--- src/rtl/ysyx_24100012_alu_pkg.sv ---
// ysyx_24100012_alu_pkg
//   Shared definitions for the ALU and its arbiter:
//   - ALU op codes, encoded {funct7[5], funct3}
//   - arbiter FSM state type
//   - helper that identifies shift ops from funct3
package ysyx_24100012_alu_pkg;

  localparam logic [3:0] ALU_ADD  = 4'b0000;
  localparam logic [3:0] ALU_SUB  = 4'b1000;
  localparam logic [3:0] ALU_SLL  = 4'b0001;
  localparam logic [3:0] ALU_SLT  = 4'b0010;
  localparam logic [3:0] ALU_SLTU = 4'b0011;
  localparam logic [3:0] ALU_XOR  = 4'b0100;
  localparam logic [3:0] ALU_SRL  = 4'b0101;
  localparam logic [3:0] ALU_SRA  = 4'b1101;
  localparam logic [3:0] ALU_OR   = 4'b0110;
  localparam logic [3:0] ALU_AND  = 4'b0111;

  typedef enum logic [1:0] {
    S_IDLE = 2'd0,
    S_EXEC = 2'd1,
    S_RESP = 2'd2
  } arb_state_t;

  function automatic logic is_shift_op(input logic [2:0] funct3);
    return (funct3 == 3'b001) || (funct3 == 3'b101);
  endfunction

endpackage

--- src/rtl/ysyx_24100012_alu.sv ---
// ysyx_24100012_alu
//   Purely combinational integer ALU.
//   Ports:
//     i_a, i_b  [DATA_WIDTH-1:0]  operands
//     i_op      [OP_W-1:0]        op code {funct7[5], funct3}
//     o_res     [DATA_WIDTH-1:0]  result; unknown op codes yield 0
module ysyx_24100012_alu
  import ysyx_24100012_alu_pkg::*;
#(
  parameter int DATA_WIDTH = 32,
  parameter int OP_W       = 4
) (
  input  logic [DATA_WIDTH-1:0] i_a,
  input  logic [DATA_WIDTH-1:0] i_b,
  input  logic [OP_W-1:0]       i_op,
  output logic [DATA_WIDTH-1:0] o_res
);

  localparam int SHW = $clog2(DATA_WIDTH);

  logic [SHW-1:0] w_shamt;
  assign w_shamt = i_b[SHW-1:0];

  always_comb begin
    o_res = '0;
    case (i_op)
      ALU_ADD:  o_res = i_a + i_b;
      ALU_SUB:  o_res = i_a - i_b;
      ALU_SLL:  o_res = i_a << w_shamt;
      ALU_SLT:  o_res = {{(DATA_WIDTH-1){1'b0}}, ($signed(i_a) < $signed(i_b))};
      ALU_SLTU: o_res = {{(DATA_WIDTH-1){1'b0}}, (i_a < i_b)};
      ALU_XOR:  o_res = i_a ^ i_b;
      ALU_SRL:  o_res = i_a >> w_shamt;
      ALU_SRA:  o_res = DATA_WIDTH'($signed(i_a) >>> w_shamt);
      ALU_OR:   o_res = i_a | i_b;
      ALU_AND:  o_res = i_a & i_b;
      default:  o_res = '0;
    endcase
  end

endmodule

--- src/rtl/ysyx_24100012_rr_pick.sv ---
// ysyx_24100012_rr_pick
//   Combinational round-robin picker: first asserted request found when
//   scanning upward from i_ptr, wrapping past N_REQ-1 to 0.
//   Ports:
//     i_req    [N_REQ-1:0]  request vector
//     i_ptr    [IDX_W-1:0]  highest-priority index (must be < N_REQ)
//     o_grant  [N_REQ-1:0]  one-hot grant, zero when no request
//     o_idx    [IDX_W-1:0]  index of the granted request
//     o_any                 some request was granted
module ysyx_24100012_rr_pick #(
  parameter int N_REQ = 2,
  parameter int IDX_W = $clog2(N_REQ)
) (
  input  logic [N_REQ-1:0] i_req,
  input  logic [IDX_W-1:0] i_ptr,
  output logic [N_REQ-1:0] o_grant,
  output logic [IDX_W-1:0] o_idx,
  output logic             o_any
);

  always_comb begin
    int unsigned w_pos;
    o_grant = '0;
    o_idx   = '0;
    o_any   = 1'b0;
    w_pos   = 0;
    for (int unsigned k = 0; k < N_REQ; k++) begin
      w_pos = int'(i_ptr) + k;
      if (w_pos >= N_REQ) w_pos = w_pos - N_REQ;
      if (!o_any && i_req[w_pos]) begin
        o_any          = 1'b1;
        o_grant[w_pos] = 1'b1;
        o_idx          = IDX_W'(w_pos);
      end
    end
  end

endmodule

--- src/rtl/ysyx_24100012_alu_arbiter.sv ---
// ysyx_24100012_alu_arbiter
//   Shares the core's single ALU between N_REQ requesters: round-robin
//   grant, operand capture, one registered execute stage and a held
//   valid/ready response. Handshake at cycle N gives resp_valid at N+2.
//   Ports:
//     clk, rst                     clock; asynchronous active-low reset
//     req_valid/req_ready [N_REQ]  per-requester handshake (ready one-hot or 0)
//     req_a, req_b                 operands, requester i in slice i
//     req_op                       op code per requester
//     resp_valid/resp_ready        result handshake, result held until taken
//     resp_data, resp_id           result and owning requester
//     perf_grant_cnt [N_REQ*32]    grants per requester
//     perf_stall_cnt [32]          cycles with a request pending but none accepted
//   Macro YSYX_24100012_ALU_ARB_PERF_EN builds the perf counters; when it is
//   undefined the perf ports are tied to 0.
module ysyx_24100012_alu_arbiter
  import ysyx_24100012_alu_pkg::*;
#(
  parameter int DATA_WIDTH = 32,
  parameter int N_REQ      = 2,
  parameter int OP_W       = 4
) (
  input  logic                         clk,
  input  logic                         rst,
  input  logic [N_REQ-1:0]             req_valid,
  output logic [N_REQ-1:0]             req_ready,
  input  logic [N_REQ*DATA_WIDTH-1:0]  req_a,
  input  logic [N_REQ*DATA_WIDTH-1:0]  req_b,
  input  logic [N_REQ*OP_W-1:0]        req_op,
  output logic                         resp_valid,
  input  logic                         resp_ready,
  output logic [DATA_WIDTH-1:0]        resp_data,
  output logic [$clog2(N_REQ)-1:0]     resp_id,
  output logic [N_REQ*32-1:0]          perf_grant_cnt,
  output logic [31:0]                  perf_stall_cnt
);

  localparam int IDX_W = $clog2(N_REQ);
  localparam int SHW   = $clog2(DATA_WIDTH);
  localparam logic [DATA_WIDTH-1:0] SH_MASK = DATA_WIDTH'((64'd1 << SHW) - 64'd1);

  arb_state_t              r_state, w_state_nxt;
  logic [IDX_W-1:0]        r_ptr;
  logic [DATA_WIDTH-1:0]   r_a, r_b;
  logic [OP_W-1:0]         r_op;
  logic [IDX_W-1:0]        r_id;
  logic                    r_resp_valid;
  logic [DATA_WIDTH-1:0]   r_resp_data;
  logic [IDX_W-1:0]        r_resp_id;

  logic [N_REQ-1:0]        w_grant;
  logic [IDX_W-1:0]        w_idx;
  logic                    w_any;
  logic                    w_arb_en;
  logic                    w_hs;
  logic [DATA_WIDTH-1:0]   w_sel_a, w_sel_b, w_b_capt;
  logic [OP_W-1:0]         w_sel_op;
  logic [DATA_WIDTH-1:0]   w_alu_res;

  ysyx_24100012_rr_pick #(
    .N_REQ (N_REQ),
    .IDX_W (IDX_W)
  ) u_pick (
    .i_req   (req_valid),
    .i_ptr   (r_ptr),
    .o_grant (w_grant),
    .o_idx   (w_idx),
    .o_any   (w_any)
  );

  ysyx_24100012_alu #(
    .DATA_WIDTH (DATA_WIDTH),
    .OP_W       (OP_W)
  ) u_alu (
    .i_a   (r_a),
    .i_b   (r_b),
    .i_op  (r_op),
    .o_res (w_alu_res)
  );

  // State register
  always_ff @(posedge clk or negedge rst) begin
    if (!rst) r_state <= S_IDLE;
    else      r_state <= w_state_nxt;
  end

  // Next state
  always_comb begin
    w_state_nxt = r_state;
    case (r_state)
      S_IDLE:  if (w_hs) w_state_nxt = S_EXEC;
      S_EXEC:  w_state_nxt = S_RESP;
      S_RESP:  if (resp_ready) w_state_nxt = w_hs ? S_EXEC : S_IDLE;
      default: w_state_nxt = S_IDLE;
    endcase
  end

  // Outputs: arbitration is open in IDLE, and in RESP on the cycle the
  // held result is consumed, so back-to-back ops run at one per 2 cycles.
  always_comb begin
    w_arb_en  = (r_state == S_IDLE) || ((r_state == S_RESP) && resp_ready);
    w_hs      = w_arb_en && w_any;
    req_ready = w_arb_en ? w_grant : '0;
  end

  // Payload of the granted requester; shift amounts are trimmed at capture.
  always_comb begin
    w_sel_a  = req_a[w_idx*DATA_WIDTH +: DATA_WIDTH];
    w_sel_b  = req_b[w_idx*DATA_WIDTH +: DATA_WIDTH];
    w_sel_op = req_op[w_idx*OP_W +: OP_W];
    w_b_capt = is_shift_op(w_sel_op[2:0]) ? (w_sel_b & SH_MASK) : w_sel_b;
  end

  always_ff @(posedge clk or negedge rst) begin
    if (!rst) begin
      r_a   <= '0;
      r_b   <= '0;
      r_op  <= '0;
      r_id  <= '0;
      r_ptr <= '0;
    end else if (w_hs) begin
      r_a   <= w_sel_a;
      r_b   <= w_b_capt;
      r_op  <= w_sel_op;
      r_id  <= w_idx;
      r_ptr <= (w_idx == IDX_W'(N_REQ-1)) ? '0 : w_idx + 1'b1;
    end
  end

  always_ff @(posedge clk or negedge rst) begin
    if (!rst) begin
      r_resp_valid <= 1'b0;
      r_resp_data  <= '0;
      r_resp_id    <= '0;
    end else begin
      if (r_state == S_EXEC) begin
        r_resp_valid <= 1'b1;
        r_resp_data  <= w_alu_res;
        r_resp_id    <= r_id;
      end else if ((r_state == S_RESP) && resp_ready) begin
        r_resp_valid <= 1'b0;
      end
    end
  end

  assign resp_valid = r_resp_valid;
  assign resp_data  = r_resp_data;
  assign resp_id    = r_resp_id;

`ifdef YSYX_24100012_ALU_ARB_PERF_EN
  logic [31:0] r_grant_cnt [N_REQ];
  logic [31:0] r_stall_cnt;

  always_ff @(posedge clk or negedge rst) begin
    if (!rst) begin
      for (int unsigned i = 0; i < N_REQ; i++) r_grant_cnt[i] <= '0;
      r_stall_cnt <= '0;
    end else begin
      for (int unsigned i = 0; i < N_REQ; i++) begin
        if (w_hs && w_grant[i]) r_grant_cnt[i] <= r_grant_cnt[i] + 32'd1;
      end
      if ((|req_valid) && !(|req_ready)) r_stall_cnt <= r_stall_cnt + 32'd1;
    end
  end

  always_comb begin
    perf_grant_cnt = '0;
    for (int unsigned i = 0; i < N_REQ; i++) perf_grant_cnt[i*32 +: 32] = r_grant_cnt[i];
  end
  assign perf_stall_cnt = r_stall_cnt;
`else
  assign perf_grant_cnt = '0;
  assign perf_stall_cnt = '0;
`endif

endmodule

--- config.mk ---
export PLATFORM = sky130hd
export DESIGN_NAME = ysyx_24100012_alu_arbiter
export DESIGN_NICKNAME = d
export VERILOG_FILES = /design/src/rtl/ysyx_24100012_alu_pkg.sv /design/src/rtl/ysyx_24100012_alu.sv /design/src/rtl/ysyx_24100012_rr_pick.sv /design/src/rtl/ysyx_24100012_alu_arbiter.sv
export SDC_FILE = /design/constraint.sdc
export NUM_CORES = 1
export LEC_CHECK = 0
export ABC_AREA = 1
export CAP_MARGIN = 20
export CORE_MARGIN = 2
export CORE_UTILIZATION = 40
export DETAILED_ROUTE_END_ITERATION = 10
export PLACE_DENSITY_LB_ADDON = 0.3
export SLEW_MARGIN = 15
export SYNTH_ARGS = -nofsm -noshare
export SYNTH_HDL_FRONTEND = slang
export SYNTH_SLANG_ARGS = --single-unit
--- constraint.sdc ---
create_clock -name clk -period 5.2 [get_ports clk]
set_clock_uncertainty 0.15 [all_clocks]
set_input_delay 0.52 -clock clk [delete_from_list [all_inputs] [get_ports clk]]
set_output_delay 0.52 -clock clk [all_outputs]
set_load 0.01 [all_outputs]
==> summary.txt <==
Status
  • Outcome: completed

STA
  • Worst slew margin: 27.3%
  • Setup Total Neg Slack: 0 ns
  • Worst-Margin Slew: 1.09 ns
  • Fmax: 276 MHz
  • RSZ-0062 raised after global routing: false
  • Setup-failing EPs final: 0
  • Hold_ws: 0.293 ns
  • Final-report hold violation count: 0
  • Period utilisation layout: 69.8%
  • Min Tclk post-route: 3.63 ns
  • Pins Over Slew Limit: 0

Clock tree
  • CTS tree: yes
  • Clock slew at reported path FFs: 0.11 ns
  • Clock Tree Root: clkbuf_16
  • CTS Buf Count: 9
  • Htree depth: 3
  • # Post-CTS Setup Buffers: 0
  • Clock sink count: 106
  • Resize count post-CTS: 0
  • Clk Latency, worst-skew pair: 0.41 ns
  • CTS Buffer Depth: 2
  • Hold-fix buffers at CTS: 1

Setup path
  • Crit-path max FO: 38
  • Worst path required time: 5.32 ns
  • Critical path capture point type: register
  • Critical Path AT: 3.75 ns
  • Register-to-register setup slack: 1.57 ns
  • WS Path Type: reg -> reg
  • Setup crit start kind: register

Yosys
  • Register area share after synthesis: 17.2%
  • Ys Warns: 0
  • Post-Synth Simple-Gate Area: 44.2%
  • Syn_area_per_cell: 5.72 um^2
  • Number of cells produced by synthesis: 2693
  • Async SR Flop Fraction: 100%
  • Cell area after synthesis: 15400 um^2
  • Mux contribution to synthesized area: 0.0650%
  • EDFF count, synth: 0
  • Main combinational cell family by area after synthesis: simple AND/OR/NAND/NOR gates
  • Post-synthesis adder-cell area fraction: 8.47%
  • Seq cells post-synth: 106
  • Top_reg_cell synth: dfrtp_1
  • Synth Area in XOR/XNOR: 0.171%
  • Compound-Gate Fraction of Synth Area: 13.1%
  • Yosys cell types: 48

Final layout
  • Fillers: 4225
  • Most frequent cells in the layout: 834 x nand2_1, 422 x nand3_1, 296 x inv_1, 245 x nor2_1, 175 x clkdlybuf4s50_1
  • Fin util: 45.7%
  • Commonest non-fill, non-tap cell in the layout: nand2_1
  • Area Overhead vs Synth: 12.2%
  • Multi-input gate area: 10500 um^2
  • Register area: 2660 um^2
  • Design Area, Final: 17300 um^2
  • Non-Filler Instances: 3292
  • Layout Nets: 3018
  • Share of cells above drive strength 1: 3.17%

Routing
  • Wire length per cell: 24.3 um
  • Final ANT Viol Nets: 0
  • DR pass1 iterations: 7
  • Vias: 19000
  • WL final: 80000 um
  • DRC viols: 0
  • DRT iter0 DRCs: 2992
  • Via-per-instance ratio: 5.77

Power and ir drop
  • Pwr/cell area: 819 nW/um^2
  • Switching power: 9.48 mW
  • Static Leak: 9.02 nW
  • Switch share: 67.0%
  • Pint: 4.66 mW
  • Combinational power share: 81.9%
  • Seq pwr share: 12.8%
  • Clock network power share: 5.2%
  • VDD IR max: 0.300 mV

Hold path
  • Class of the worst hold path: reg -> reg

Floorplanning
  • Num rows: 71
  • IO Count: 273
  • Starting density of the core: 40.8%
  • Die H: 200 um
  • Placeable Area: 37800 um^2
  • Die area: 40100 um^2
  • Die width: 200 um

Place
  • Placement Cell Area: 17000 um^2
  • DP Wirelength: 64800 um
  • I/O Buffers: 176
  • RD Place Congestion: 1.11
  • Placed cells: 3273

Global route
  • Global-route wire length before repair: 114000 um
  • Initial antenna violation count: 3
  • GRT Util Overall: 38.5%
  • Largest net degree at the start of global routing: 73
  • Number of global-route vias before repair: 16700
  • Grt ovf: 0

Run
  • Max Cap Violations: 0
cells in the mapped netlist, types with 4 or more instances:
| cell type | count | area (um^2) |
|---|---|---|
| o221ai_1 | 4 | 35.0 |
| buf_4 | 107 | 803 |
| a21oi_1 | 73 | 365 |
| nand4_1 | 27 | 169 |
| nor3_1 | 18 | 90.1 |
| ha_1 | 101 | 1260 |
| clkbuf_1 | 34 | 128 |
| buf_6 | 9 | 101 |
| a22oi_1 | 5 | 37.5 |
| nand2_1 | 834 | 3130 |
| nand3_1 | 422 | 2110 |
| o21bai_1 | 14 | 105 |
| buf_1 | 20 | 75.1 |
| dfrtp_1 | 106 | 2650 |
| o21ai_0 | 112 | 561 |
| nor2_1 | 246 | 923 |
| nor2_2 | 5 | 31.3 |
| inv_2 | 17 | 63.8 |
| nand3b_1 | 8 | 60.1 |
| o22ai_1 | 50 | 313 |
| o211ai_1 | 57 | 428 |
| buf_2 | 52 | 260 |
| nand2_2 | 7 | 43.8 |
| a31oi_1 | 4 | 25.0 |
| o21ai_1 | 16 | 80.1 |
| inv_1 | 298 | 1120 |
| and2_1 | 15 | 93.8 |
final timing paths:
| kind | start | end | cells past startpoint |
|---|---|---|---|
| min reg2reg | r_state[0] | r_state[1] | 1 |
| max | r_b[1] | resp_data[19] | 14 |
| min | r_state[0] | r_state[1] | 1 |
| min in group asynchronous | rst | resp_data[30] | 2 |
| max reg2reg | r_b[1] | resp_data[19] | 14 |
| max in group asynchronous | rst | r_b[2] | 3 |
layout make-up:
type                            instances  share of cell area [%]
Sequential cell                       106                    15.4
Multi-Input combinational cell       2139                    61.0
Timing Repair Buffer                  199                    11.3
Antenna cell                            2                  0.0290
Clock inverter                          7                   0.369
Tap cell                              511                    3.70
Inverter                              319                    6.98
Clock buffer                            9                    1.30
power by group through the flow:
| stage | logic (mW) | registers, mW | clock network (mW) |
|---|---|---|---|
| 6_report | 11.6 | 1.81 | 0.742 |
| 3_3_place_gp | 11.1 | 1.77 | 0 |
| 5_1_grt | 12.4 | 1.82 | 0.775 |
| 2_1_floorplan | 7.30 | 1.52 | 0 |
| 4_1_cts | 11.1 | 1.78 | 0.747 |
| 3_5_place_dp | 11.0 | 1.80 | 0 |
layer usage:
| layer | GRT usage (%) | routed length [um] |
|---|---|---|
| met4 | 15.0 | 3480 |
| met2 | 54.0 | 31700 |
| met3 | 9.65 | 9820 |
| met5 | 0 | 0 |
| met1 | 56.0 | 35000 |
through the flow:
| step | power (mW) | worst slack, ns |
|---|---|---|
| final | 14.1 | 1.57 |
| after global routing | 15.0 | 1.44 |
| after CTS | 13.6 | 1.68 |
| after detailed placement | 12.8 | 1.69 |
| after global placement | 12.8 | 1.68 |
| after floorplan | 8.81 | 2.50 |
critical path, stage by stage (launching register included):
cell and delay [ns]:
dfrtp_2 0.42, inv_2 0.62, ha_1 0.46, nor2_1 0.34, nand2_1 0.09, nand3_1 0.19
nand2_1 0.09, nand3_1 0.25, nand2_1 0.15, a21oi_1 0.16, nor2_1 0.07, nor2_1 0.28
nand2_1 0.13, nand2_1 0.08, nand2_1 0.05
kinds of logic after synthesis:
group                      after synthesis
DFF                                    106
and+or+nand+nor                       1593
other                                    1
muxes                                    1
AOI/OAI and AO/OA                      343
buffers and inverters                  543
adders and majority gates              103
xor gates and xnor gates                 3
registers in the layout (all words and copies together) (netlist names):
name        count
r_a            32
r_b            32
r_id            1
r_op            4
r_ptr           1
r_state         2
resp_data      32
resp_id         1
resp_valid      1
Power figures use the tool's default switching activity.
